`src/rtl/axis_frame_gen_pkg.sv`:
```
// Shared types and default widths for the AXI-stream frame generator.
package axis_frame_gen_pkg;

    localparam int DEF_DATA_WIDTH = 8;
    localparam int DEF_LEN_WIDTH  = 16;
    localparam int DEF_CNT_WIDTH  = 16;

    typedef enum logic [1:0] {
        ST_IDLE = 2'd0,
        ST_SEND = 2'd1,
        ST_GAP  = 2'd2
    } state_t;

endpackage

```
`src/rtl/axis_frame_gen.sv`:
```
// AXI-stream test frame generator: counting payload, configurable frame length,
// inter-frame gap, frame count, error-marked frame and early abort.
module axis_frame_gen
    import axis_frame_gen_pkg::*;
#(
    parameter int DATA_WIDTH = DEF_DATA_WIDTH,
    parameter int LEN_WIDTH  = DEF_LEN_WIDTH,
    parameter int CNT_WIDTH  = DEF_CNT_WIDTH
) (
    input  logic                  clk,
    input  logic                  async_rst_n,
    input  logic                  start,
    input  logic                  abort,
    input  logic [LEN_WIDTH-1:0]  cfg_len,
    input  logic [LEN_WIDTH-1:0]  cfg_gap,
    input  logic [CNT_WIDTH-1:0]  cfg_frames,
    input  logic [DATA_WIDTH-1:0] cfg_seed,
    input  logic                  cfg_err_en,
    input  logic [CNT_WIDTH-1:0]  cfg_err_idx,
    output logic [DATA_WIDTH-1:0] output_axis_tdata,
    output logic                  output_axis_tvalid,
    input  logic                  output_axis_tready,
    output logic                  output_axis_tlast,
    output logic                  output_axis_tuser,
    output logic                  busy,
    output logic                  done,
    output logic [CNT_WIDTH-1:0]  frames_sent
);

    state_t                state_r;
    logic [DATA_WIDTH-1:0] tdata_r;
    logic                  tvalid_r;
    logic                  tlast_r;
    logic                  tuser_r;
    logic                  busy_r;
    logic                  done_r;
    logic                  abort_pend_r;
    logic [CNT_WIDTH-1:0]  frames_sent_r;
    logic [LEN_WIDTH-1:0]  beat_cnt_r;
    logic [LEN_WIDTH-1:0]  gap_cnt_r;
    logic [LEN_WIDTH-1:0]  len_r;
    logic [LEN_WIDTH-1:0]  gap_r;
    logic [CNT_WIDTH-1:0]  frames_r;
    logic                  err_en_r;
    logic [CNT_WIDTH-1:0]  err_idx_r;

    logic                  xfer_s;
    logic                  abort_now_s;
    logic [CNT_WIDTH-1:0]  frames_inc_s;
    logic [LEN_WIDTH-1:0]  beat_inc_s;
    logic [LEN_WIDTH-1:0]  len_last_s;
    logic [LEN_WIDTH-1:0]  start_len_s;
    logic                  run_end_s;
    logic                  single_beat_s;
    logic                  err_cur_frame_s;
    logic                  err_next_frame_s;

    assign xfer_s           = tvalid_r & output_axis_tready;
    assign abort_now_s      = abort | abort_pend_r;
    assign frames_inc_s     = frames_sent_r + CNT_WIDTH'(1);
    assign beat_inc_s       = beat_cnt_r + LEN_WIDTH'(1);
    assign len_last_s       = len_r - LEN_WIDTH'(1);
    assign run_end_s        = (frames_r != {CNT_WIDTH{1'b0}}) && (frames_inc_s == frames_r);
    assign single_beat_s    = (len_r == LEN_WIDTH'(1));
    assign err_cur_frame_s  = err_en_r && (frames_sent_r == err_idx_r);
    assign err_next_frame_s = err_en_r && (frames_inc_s == err_idx_r);

    // A zero frame length is treated as a single-beat frame.
    always_comb begin
        start_len_s = cfg_len;
        if (cfg_len == {LEN_WIDTH{1'b0}}) begin
            start_len_s = LEN_WIDTH'(1);
        end else begin
            start_len_s = cfg_len;
        end
    end

    // Run control FSM; every stream and status output is registered here.
    always_ff @(posedge clk or negedge async_rst_n) begin
        if (!async_rst_n) begin
            state_r       <= ST_IDLE;
            tdata_r       <= {DATA_WIDTH{1'b0}};
            tvalid_r      <= 1'b0;
            tlast_r       <= 1'b0;
            tuser_r       <= 1'b0;
            busy_r        <= 1'b0;
            done_r        <= 1'b0;
            abort_pend_r  <= 1'b0;
            frames_sent_r <= {CNT_WIDTH{1'b0}};
            beat_cnt_r    <= {LEN_WIDTH{1'b0}};
            gap_cnt_r     <= {LEN_WIDTH{1'b0}};
            len_r         <= {LEN_WIDTH{1'b0}};
            gap_r         <= {LEN_WIDTH{1'b0}};
            frames_r      <= {CNT_WIDTH{1'b0}};
            err_en_r      <= 1'b0;
            err_idx_r     <= {CNT_WIDTH{1'b0}};
        end else begin
            done_r <= 1'b0;
            case (state_r)
                ST_IDLE: begin
                    if (start) begin
                        len_r         <= start_len_s;
                        gap_r         <= cfg_gap;
                        frames_r      <= cfg_frames;
                        err_en_r      <= cfg_err_en;
                        err_idx_r     <= cfg_err_idx;
                        tdata_r       <= cfg_seed;
                        frames_sent_r <= {CNT_WIDTH{1'b0}};
                        beat_cnt_r    <= {LEN_WIDTH{1'b0}};
                        abort_pend_r  <= 1'b0;
                        tvalid_r      <= 1'b1;
                        tlast_r       <= (start_len_s == LEN_WIDTH'(1));
                        tuser_r       <= (start_len_s == LEN_WIDTH'(1)) && cfg_err_en &&
                                         (cfg_err_idx == {CNT_WIDTH{1'b0}});
                        busy_r        <= 1'b1;
                        state_r       <= ST_SEND;
                    end else begin
                        tvalid_r <= 1'b0;
                        busy_r   <= 1'b0;
                    end
                end
                ST_SEND: begin
                    if (xfer_s) begin
                        tdata_r <= tdata_r + DATA_WIDTH'(1);
                        if (tlast_r) begin
                            frames_sent_r <= frames_inc_s;
                            beat_cnt_r    <= {LEN_WIDTH{1'b0}};
                            abort_pend_r  <= 1'b0;
                            if (abort_now_s || run_end_s) begin
                                tvalid_r <= 1'b0;
                                tlast_r  <= 1'b0;
                                tuser_r  <= 1'b0;
                                busy_r   <= 1'b0;
                                done_r   <= 1'b1;
                                state_r  <= ST_IDLE;
                            end else if (gap_r != {LEN_WIDTH{1'b0}}) begin
                                tvalid_r  <= 1'b0;
                                tlast_r   <= 1'b0;
                                tuser_r   <= 1'b0;
                                gap_cnt_r <= {LEN_WIDTH{1'b0}};
                                state_r   <= ST_GAP;
                            end else begin
                                tlast_r <= single_beat_s;
                                tuser_r <= single_beat_s && err_next_frame_s;
                            end
                        end else begin
                            beat_cnt_r <= beat_inc_s;
                            // Abort closes the frame with one extra errored tlast beat.
                            if (abort_now_s) begin
                                tlast_r      <= 1'b1;
                                tuser_r      <= 1'b1;
                                abort_pend_r <= 1'b1;
                            end else begin
                                tlast_r <= (beat_inc_s == len_last_s);
                                tuser_r <= (beat_inc_s == len_last_s) && err_cur_frame_s;
                            end
                        end
                    end else if (abort) begin
                        abort_pend_r <= 1'b1;
                    end else begin
                        abort_pend_r <= abort_pend_r;
                    end
                end
                ST_GAP: begin
                    if (abort) begin
                        busy_r  <= 1'b0;
                        done_r  <= 1'b1;
                        state_r <= ST_IDLE;
                    end else if (gap_cnt_r == (gap_r - LEN_WIDTH'(1))) begin
                        tvalid_r   <= 1'b1;
                        beat_cnt_r <= {LEN_WIDTH{1'b0}};
                        tlast_r    <= single_beat_s;
                        tuser_r    <= single_beat_s && err_cur_frame_s;
                        state_r    <= ST_SEND;
                    end else begin
                        gap_cnt_r <= gap_cnt_r + LEN_WIDTH'(1);
                    end
                end
                default: begin
                    tvalid_r <= 1'b0;
                    tlast_r  <= 1'b0;
                    tuser_r  <= 1'b0;
                    busy_r   <= 1'b0;
                    state_r  <= ST_IDLE;
                end
            endcase
        end
    end

    assign output_axis_tdata  = tdata_r;
    assign output_axis_tvalid = tvalid_r;
    assign output_axis_tlast  = tlast_r;
    assign output_axis_tuser  = tuser_r;
    assign busy               = busy_r;
    assign done               = done_r;
    assign frames_sent        = frames_sent_r;

endmodule

```
`config.mk`:
```
export PLATFORM = sky130hd
export DESIGN_NAME = axis_frame_gen
export DESIGN_NICKNAME = d
export VERILOG_FILES = /design/src/rtl/axis_frame_gen_pkg.sv /design/src/rtl/axis_frame_gen.sv
export SDC_FILE = /design/constraint.sdc
export NUM_CORES = 1
export LEC_CHECK = 0
export BUFFER_PORTS_ARGS = -buffer_cell sky130_fd_sc_hd__buf_2
export CORE_ASPECT_RATIO = 1.2
export CORE_UTILIZATION = 50
export CTS_BUF_LIST = sky130_fd_sc_hd__clkbuf_2 sky130_fd_sc_hd__clkbuf_4 sky130_fd_sc_hd__clkbuf_8
export DETAILED_ROUTE_END_ITERATION = 7
export PLACE_DENSITY_LB_ADDON = 0.05
export SYNTH_ARGS = -nofsm -noshare
export SYNTH_HDL_FRONTEND = slang
export SYNTH_SLANG_ARGS = --single-unit
```
`constraint.sdc`:
```
create_clock -name clk -period 3.8 [get_ports clk]
set_input_delay 0.19 -clock clk [delete_from_list [all_inputs] [get_ports clk]]
set_output_delay 0.19 -clock clk [all_outputs]
set_load 0.02 [all_outputs]
```
==> reports/results.tsv, run 1 <==
metric	value	unit
outcome	completed	
initial core utilization	51.71	%
Critical Path, Cell by Cell	nand4_4 > or3_1 > or3_1 > xnor2_1 > or4_4 > o31ai_4 > o32a_4 > or3_1 > o311ai_2	
crit path launch type	flop	
Top-Level Pins	107	
worst r2r src	frames_sent[7]$_DFFE_PN0P_	
final hold viol count	0	
Seq/Total Area, Yosys	38.06	%
grt ovf	0	
Die Span Y	144.7	um
Post-Route Setup TNS	0	ps
Tcrit/Tclk final	92.53	%
Critical Path Fanout Max	31	
Detailed Place HPWL	16900	um
Die X	120.9	um
CP dominant cell by count	or3_1	
nets@finish	1186	
Pwr Density	651.2	nW/um2
Final ANT Viol Nets	0	
CTS tree	yes	
EDFF count, synth	0	
largest incremental delay on the critical path	580	ps
setup violators final	0	
R2R cell count	9	
Final Cell Area	10310	um2
Final WS setup	284.0	ps
DIE AREA	17490	um2
Most Used Layer, Global Route	met2	
final WL	23900	um
initial antenna violation count	1	
post-synth net total	1019	
post-synthesis cell type count	71	
relative slew slack	42.35	%
total power	6.717	mW
clock root buffer	clkbuf_8	
CTS Sinks	129	
fmax	284.4	MHz
dpl ws	192.9	ps
crit path DAT	3850	ps
R2R Path End	gap_cnt_r[13]$_DFFE_PN0P_	
routed via count	7721	
Slew Limit Fails	0	
global-route wire length before repair	37870	um
syn avg cell area	9.119	um2
CP Capture Type	flop	
crit path to	gap_cnt_r[13]$_DFFE_PN0P_	
Worst path top cell family by delay	simple AND/OR/NAND/NOR gates	
P&R area growth vs syn	21.63	%
Levels on crit path	9	
CTS HTree Levels	4	
Global Route Usage Sum	28.14	%
Worst Path Buf+Inv	0	
DR WL/cell	18.08	um
I/O Buffers	106	
DR pass1 iterations	5	
met2 global-route usage	48.27	%
Hold WC Path Type	primary input to flop	
commonest cells after routing, fill and taps aside	dfrtp_1 (129), buf_2 (105), nand2_1 (83)	
vias per std cell	5.840	
Max rail drop VDD	0.0003783	V
Filler Cell Count	1392	
Yosys warning total	0	
Layout Skew	8.191	ps
Std-Cell Rows	51	
Clock transition at path regs	80	ps
post-route minimum period	3516	ps
Synth Instances	930	
via count of the first global-routing pass	7387	
final core occ	62.90	%
post-synthesis register bit count	129	
clk_lat worst skew	460	ps
Reg2Reg Setup Slack	280	ps
gpl congestion	0.9410	
Leak	4.181	nW
total CTS buffers	17	
CORE AREA	16400	um2
DRC Markers	0	
CP Data Required Time	4130	ps
MaxCap Viol Count	0	
initial drt markers	536	
Post-Syn Area	8481	um2
most common cell after layout, fill and taps aside	dfrtp_1	
met1 Use GR	34.29	%
async set or reset register ratio after synthesis	100.0	%
Worst Path Class, Setup	flop to flop	
Least-Margin Pin Slew	855.6	ps
CTS max path bufs	2	
main flop type after synthesis	dfrtp_1	
post-place instance area	9233	um2
share of layout cells above drive strength 1	22.63	%
Worst Setup SP	frames_sent[7]$_DFFE_PN0P_	
CP max stage cell	dfrtp_1	
pin count of the biggest net entering global routing	73	
RSZ-0062 raised after global routing	no	
global-route met3 utilization	5.368	%
synthesized netlist by cell type, types with 5 or more instances:
library cell	count	area [um2]
or3_1	13	81.33
nor2b_1	6	37.54
mux2_2	59	664.4
nand2b_1	18	112.6
o21ai_0	67	335.3
clkbuf_1	37	138.9
buf_2	12	60.06
or4_1	18	135.1
xor2_1	31	271.5
mux2i_1	7	70.07
o41ai_1	5	43.79
inv_1	21	78.83
o22ai_1	10	62.56
a21oi_1	37	185.2
nor3b_1	5	37.54
xnor2_1	68	595.6
o211ai_1	13	97.59
ha_1	11	137.6
buf_4	5	37.54
o31ai_1	13	97.59
nor2_1	43	161.4
and3_1	14	87.58
a31oi_1	10	62.56
nand2_1	83	311.6
nor3_1	29	145.1
nand3_1	43	215.2
nand4_1	19	118.9
a221oi_1	5	43.79
dfrtp_1	129	3228
nor4_1	27	168.9
layout make-up:
type,instances,area (um2),share of cell area (%)
multi-input cells,719,4880,47.31
flip-flops and latches,129,3228,31.30
repair buffers,209,1498,14.52
well taps,212,265.3,2.572
clock buffers,18,247.7,2.402
clock inverters,13,115.1,1.116
inverters,21,78.83,0.7642
diodes,1,2.502,0.02426
routing by layer:
metal / routed length (um) / vias to the layer above
met5: 0 / -
met4: 778 / 0
met3: 1073 / 64
met2: 12030 / 221
met1: 10010 / 3694
li1: - / 3742
state kept, by name, summed over array words and instances, names as in the netlist:
signal,flops
frames_r,16
state_r,2
err_en_r,1
gap_cnt_r,16
err_idx_r,16
frames_sent,16
beat_cnt_r,16
len_r,16
output_axis_tvalid,1
gap_r,16
busy,1
output_axis_tlast,1
output_axis_tuser,1
abort_pend_r,1
done,1
output_axis_tdata,8
how the worst min path moves through the flow:
stage,cells after the start,slack (ps),start,end
floorplan,0,-110,async_rst_n,abort_pend_r$_DFFE_PN0P_
global placement,1,260,async_rst_n,len_r[1]$_DFFE_PN0P_
detailed placement,1,260,async_rst_n,len_r[1]$_DFFE_PN0P_
CTS,3,3,cfg_seed[2],output_axis_tdata[2]$_DFFE_PN0P_
global route,3,20,cfg_len[0],len_r[0]$_DFFE_PN0P_
finish,3,20,cfg_seed[7],output_axis_tdata[7]$_DFFE_PN0P_
where the power goes:
group / switching [mW] / total, mW / leakage, nW / internal [mW]
clock network: 0.598 / 1.13 / 0.177 / 0.528
registers: 0.627 / 2.48 / 1.62 / 1.85
logic: 1.69 / 3.11 / 2.38 / 1.43
total: 2.91 / 6.72 / 4.18 / 3.80
per-stage QoR:
stage,hold WS (ps),instances
2_1_floorplan,-105.6,930
3_3_place_gp,260.8,1218
3_5_place_dp,261.3,1218
4_1_cts,2.982,1317
5_1_grt,16.15,1321
6_report,15.21,1322
kinds of logic after synthesis:
group           share of synthesized area, %
flops                                  38.06
simple gates                           22.04
mux                                    8.793
compound gates                         14.83
xor+xnor                               10.22
fa+ha+maj                              1.623
buf+inv                                4.426
worst reg2reg max path: stages (launching register included):
cell	delay (ps)
dfrtp_1	580
nand4_4	180
or3_1	420
or3_1	490
xnor2_1	160
or4_4	550
o31ai_4	310
o32a_4	430
or3_1	190
o311ai_2	70
what timing repair did:
item,CTS,global route
buffers inserted,0,2
setup endpoints to repair,0,8
hold buffers,68,2
resized for setup,0,1
hold endpoints to repair,137,2
Note: power is estimated with default switching activity, not from simulation.
==> run 2, diff against run 1 <==
Settings changed: REMOVE_ABC_BUFFERS set to 1.
==> reports/results.tsv, run 2 (synthesized netlist as in run 1, its figures left out) <==
metric	value	unit
Clock transition at path regs	80	ps
global-route wire length before repair	37960	um
Slew Limit Fails	0	
Layout Skew	9.071	ps
post-place instance area	9251	um2
final WL	23590	um
CTS tree	yes	
initial drt markers	441	
Tcrit/Tclk final	94.94	%
nets@finish	1189	
I/O Buffers	106	
gpl congestion	0.9520	
Final ANT Viol Nets	0	
most common cell after layout, fill and taps aside	dfrtp_1	
Max rail drop VDD	0.0003651	V
Hold Crit Endpoint	output_axis_tdata[1]$_DFFE_PN0P_	
CP Capture Type	flop	
crit path launch type	flop	
Setup Fix Bufs, Post-CTS	0	
Critical Path Fanout Max	8	
Die Span Y	144.7	um
initial core utilization	51.71	%
worst r2r src	frames_sent[0]$_DFFE_PN0P_	
hold path start	cfg_seed[1]	
Pwr Density	676.6	nW/um2
outcome	completed	
DR WL/cell	17.82	um
relative slew slack	38.37	%
R2R Path End	state_r[1]$_DFFE_PN0P_	
CTS HTree Levels	4	
total CTS buffers	17	
hold depth	3	
Global Route Usage Sum	28.08	%
n_diodes	0	
CTS max path bufs	2	
RSZ-0062 raised after global routing	no	
crit path DAT	3950	ps
Post-Route Setup TNS	0	ps
fmax	277.2	MHz
CORE AREA	16400	um2
Worst Path Class, Setup	flop to flop	
DRC Markers	0	
total power	7.063	mW
CP Data Required Time	4140	ps
initial antenna violation count	0	
share of layout cells above drive strength 1	22.75	%
DR pass1 iterations	5	
Final Cell Area	10440	um2
CTS Sinks	129	
commonest cells after routing, fill and taps aside	dfrtp_1 (129), buf_2 (105), nand2_1 (83)	
P&R area growth vs syn	23.10	%
clk_lat worst skew	460	ps
routed via count	7708	
Std-Cell Rows	51	
Final WS setup	192.4	ps
Hold WC Path Type	primary input to flop	
R2R cell count	11	
MaxCap Viol Count	0	
Leak	4.251	nW
clock root buffer	clkbuf_8	
final hold viol count	0	
pin count of the biggest net entering global routing	82	
DIE AREA	17490	um2
post-route minimum period	3608	ps
via count of the first global-routing pass	7525	
Die X	120.9	um
vias per std cell	5.822	
setup violators final	0	
Reg2Reg Setup Slack	190	ps
grt ovf	0	
Worst Setup SP	frames_sent[0]$_DFFE_PN0P_	
dpl ws	215.7	ps
Least-Margin Pin Slew	924.4	ps
Top-Level Pins	107	
Detailed Place HPWL	16550	um
==> run 2: routing by layer <==
layer	vias to the layer above	track usage, %	part of all wire, %
met2	203	48.96	50
met1	3726	34.64	44
li1	3739	-	-
met4	0	10.72	2.7
met3	40	4.781	3.7
met5	-	0	0
==> run 2: area by class of cell <==
type	count	area, um2
Timing Repair Buffer	212	1510
Sequential cell	129	3228
Fill cell	1380	5959
Clock inverter	13	236.5
Clock buffer	18	241.5
Multi-Input combinational cell	719	4880
Inverter	21	78.83
Tap cell	212	265.3
==> run 2: worst max-delay path by stage <==
stage                           endpoint  depth (start not counted)
2_1_floorplan  gap_cnt_r[13]$_DFFE_PN0P_                         10
3_3_place_gp      state_r[1]$_DFFE_PN0P_                         11
3_5_place_dp      state_r[1]$_DFFE_PN0P_                         11
4_1_cts           state_r[1]$_DFFE_PN0P_                         11
5_1_grt           state_r[1]$_DFFE_PN0P_                         11
6_report          state_r[1]$_DFFE_PN0P_                         11
==> run 2: power by group <==
group          internal, mW  switching, mW
Clock                 0.854          0.584
Sequential             1.85          0.585
Combinational          1.46           1.73
Total                  4.17           2.90
==> run 2: repair_timing <==
item | 4_1_cts | 5_1_grt
resized for setup | 0 | 0
hold buffers | 71 | 0
endpoints found under the hold margin | 149 | 0
==> run 2: metrics by stage <==
| step | hold slack, ps | cells | util [%] |
|---|---|---|---|
| 2_1_floorplan | -105.6 | 869 | - |
| 6_report | 28.74 | 1324 | 63.66 |
| 4_1_cts | 16.06 | 1324 | 63.66 |
| 5_1_grt | 47.89 | 1324 | 63.66 |
| 3_5_place_dp | 296.2 | 1222 | 56.41 |
| 3_3_place_gp | 300.0 | 1222 | 56.41 |
==> run 2: worst max-delay path, cell delays in order, from the launching register on <==
cell       delay (ps)
dfrtp_1           360
ha_1              330
nand4_1           220
or4_1             590
o2bb2ai_1         150
or4_1             420
or4_4             440
o31ai_4           240
buf_4             180
nand2b_1          140
o211ai_2          100
mux2_1            320
==> run 3, diff against run 2 <==
Settings changed: CORE_MARGIN set to 10.
==> reports/results.tsv, run 3 (synthesized netlist as in run 1, its figures left out) <==
metric	value	unit
worst hold slack	18.64	ps
commonest cells after routing, fill and taps aside	dfrtp_1 (129), buf_2 (105), nand2_1 (83)	
P&R area growth vs syn	22.32	%
most common cell after layout, fill and taps aside	dfrtp_1	
total CTS buffers	17	
CORE AREA	16790	um2
Tcrit/Tclk final	95.29	%
routed via count	7674	
Std-Cell Rows	52	
Detailed Place HPWL	17390	um
Slew Limit Fails	0	
global-route wire length before repair	39450	um
crit path launch type	flop	
DIE AREA	22590	um2
Worst Path Class, Setup	flop to flop	
final hold viol count	0	
Pwr Density	673.2	nW/um2
CTS max path bufs	2	
Global Route Usage Sum	21.09	%
gpl congestion	0.9045	
Least-Margin Pin Slew	1033	ps
Die X	138.9	um
grt ovf	0	
DR pass1 iterations	5	
Die Span Y	162.7	um
nets@finish	1185	
Critical Path Fanout Max	31	
DRC Markers	0	
Final ANT Viol Nets	0	
Hold WC Path Type	primary input to flop	
setup violators final	0	
post-route minimum period	3621	ps
CP Data Required Time	4110	ps
share of layout cells above drive strength 1	22.99	%
Post-CTS Resized	0	
clk_lat worst skew	450	ps
pin count of the biggest net entering global routing	106	
Top-Level Pins	107	
via count of the first global-routing pass	7494	
Setup Fix Bufs, Post-CTS	0	
Leak	4.226	nW
MaxCap Viol Count	0	
clock root buffer	clkbuf_8	
Filler Cell Count	1464	
DR WL/cell	18.39	um
outcome	completed	
CTS Sinks	129	
CP Capture Type	flop	
CTS tree	yes	
Max rail drop VDD	0.0003268	V
fmax	276.2	MHz
final WL	24380	um
initial drt markers	496	
final core occ	61.80	%
CTS HTree Levels	4	
Post-Route Setup TNS	0	ps
I/O Buffers	106	
relative slew slack	31.13	%
vias per std cell	5.787	
crit path DAT	3930	ps
Layout Skew	19.36	ps
initial antenna violation count	1	
RSZ-0062 raised after global routing	no	
initial core utilization	50.52	%
Clock transition at path regs	80	ps
## run 3: changes by cell type in the layout (fill, tap and decap cells not counted), sizes merged
cell         before  now
buf             141  142
bufinv            6    4
clkbuf           18   23
clkinv            6    4
diode             0    1
dlygate4sd3      71   66
## run 3: worst paths after layout
check / from / end / slack (ps) / depth (start not counted)
worst min register to register: beat_cnt_r[15]$_DFFE_PN0P_ / beat_cnt_r[15]$_DFFE_PN0P_ / 500 / 1
min in group asynchronous: async_rst_n / gap_r[6]$_DFFE_PN0P_ / 380 / 2
max in group asynchronous: async_rst_n / beat_cnt_r[11]$_DFFE_PN0P_ / 2430 / 3
worst max-delay path: frames_sent[0]$_DFFE_PN0P_ / gap_cnt_r[13]$_DFFE_PN0P_ / 180 / 10
worst max register to register: frames_sent[0]$_DFFE_PN0P_ / gap_cnt_r[13]$_DFFE_PN0P_ / 180 / 10
worst min-delay path: cfg_seed[4] / output_axis_tdata[4]$_DFFE_PN0P_ / 20 / 3
## run 3: stage by stage
stage | total power, mW | setup slack, ps | area [um2] | cells
floorplan | 4.522 | 125.5 | 8184 | 869
global placement | 5.557 | 262.5 | 9264 | 1227
detailed placement | 5.588 | 167.1 | 9264 | 1227
CTS | 7.005 | 159.5 | 10370 | 1325
global route | 7.457 | 19.55 | 10370 | 1326
finish | 6.983 | 179.1 | 10370 | 1326
## run 3: repair_timing
| action | in CTS | in global routing |
|---|---|---|
| hold endpoints to repair | 169 | 0 |
| endpoints found under the setup margin | 0 | 1 |
| hold buffers | 66 | 0 |
## run 3: area by class of cell
cell class / instances / area, um2 / share of cell area [%]
Tap cell: 216 / 270.3 / 2.605
Timing Repair Buffer: 208 / 1468 / 14.15
Clock buffer: 23 / 291.5 / 2.810
Antenna cell: 1 / 2.502 / 0.02412
Inverter: 21 / 78.83 / 0.7599
Clock inverter: 9 / 155.1 / 1.496
Multi-Input combinational cell: 719 / 4880 / 47.04
Sequential cell: 129 / 3228 / 31.12
## run 3: report_power, final
group / switching [mW] / internal, mW
logic: 1.72 / 1.47
clock network: 0.572 / 0.780
registers: 0.596 / 1.85
total: 2.88 / 4.10
## run 3: layer usage
metal | GRT usage, % | wire length (um)
met4 | 7.360 | 473
met1 | 25.57 | 10310
met3 | 3.938 | 1067
met2 | 36.70 | 12530
met5 | 0 | 0
## run 3: worst max-delay path, stage by stage (launching register included)
cell	delay [ps]
dfrtp_1	350
ha_1	350
nand4_1	200
or4_1	570
o2bb2ai_1	140
or4_1	440
or4_4	450
o31ai_4	320
o32a_4	400
or3_1	180
o311ai_2	80
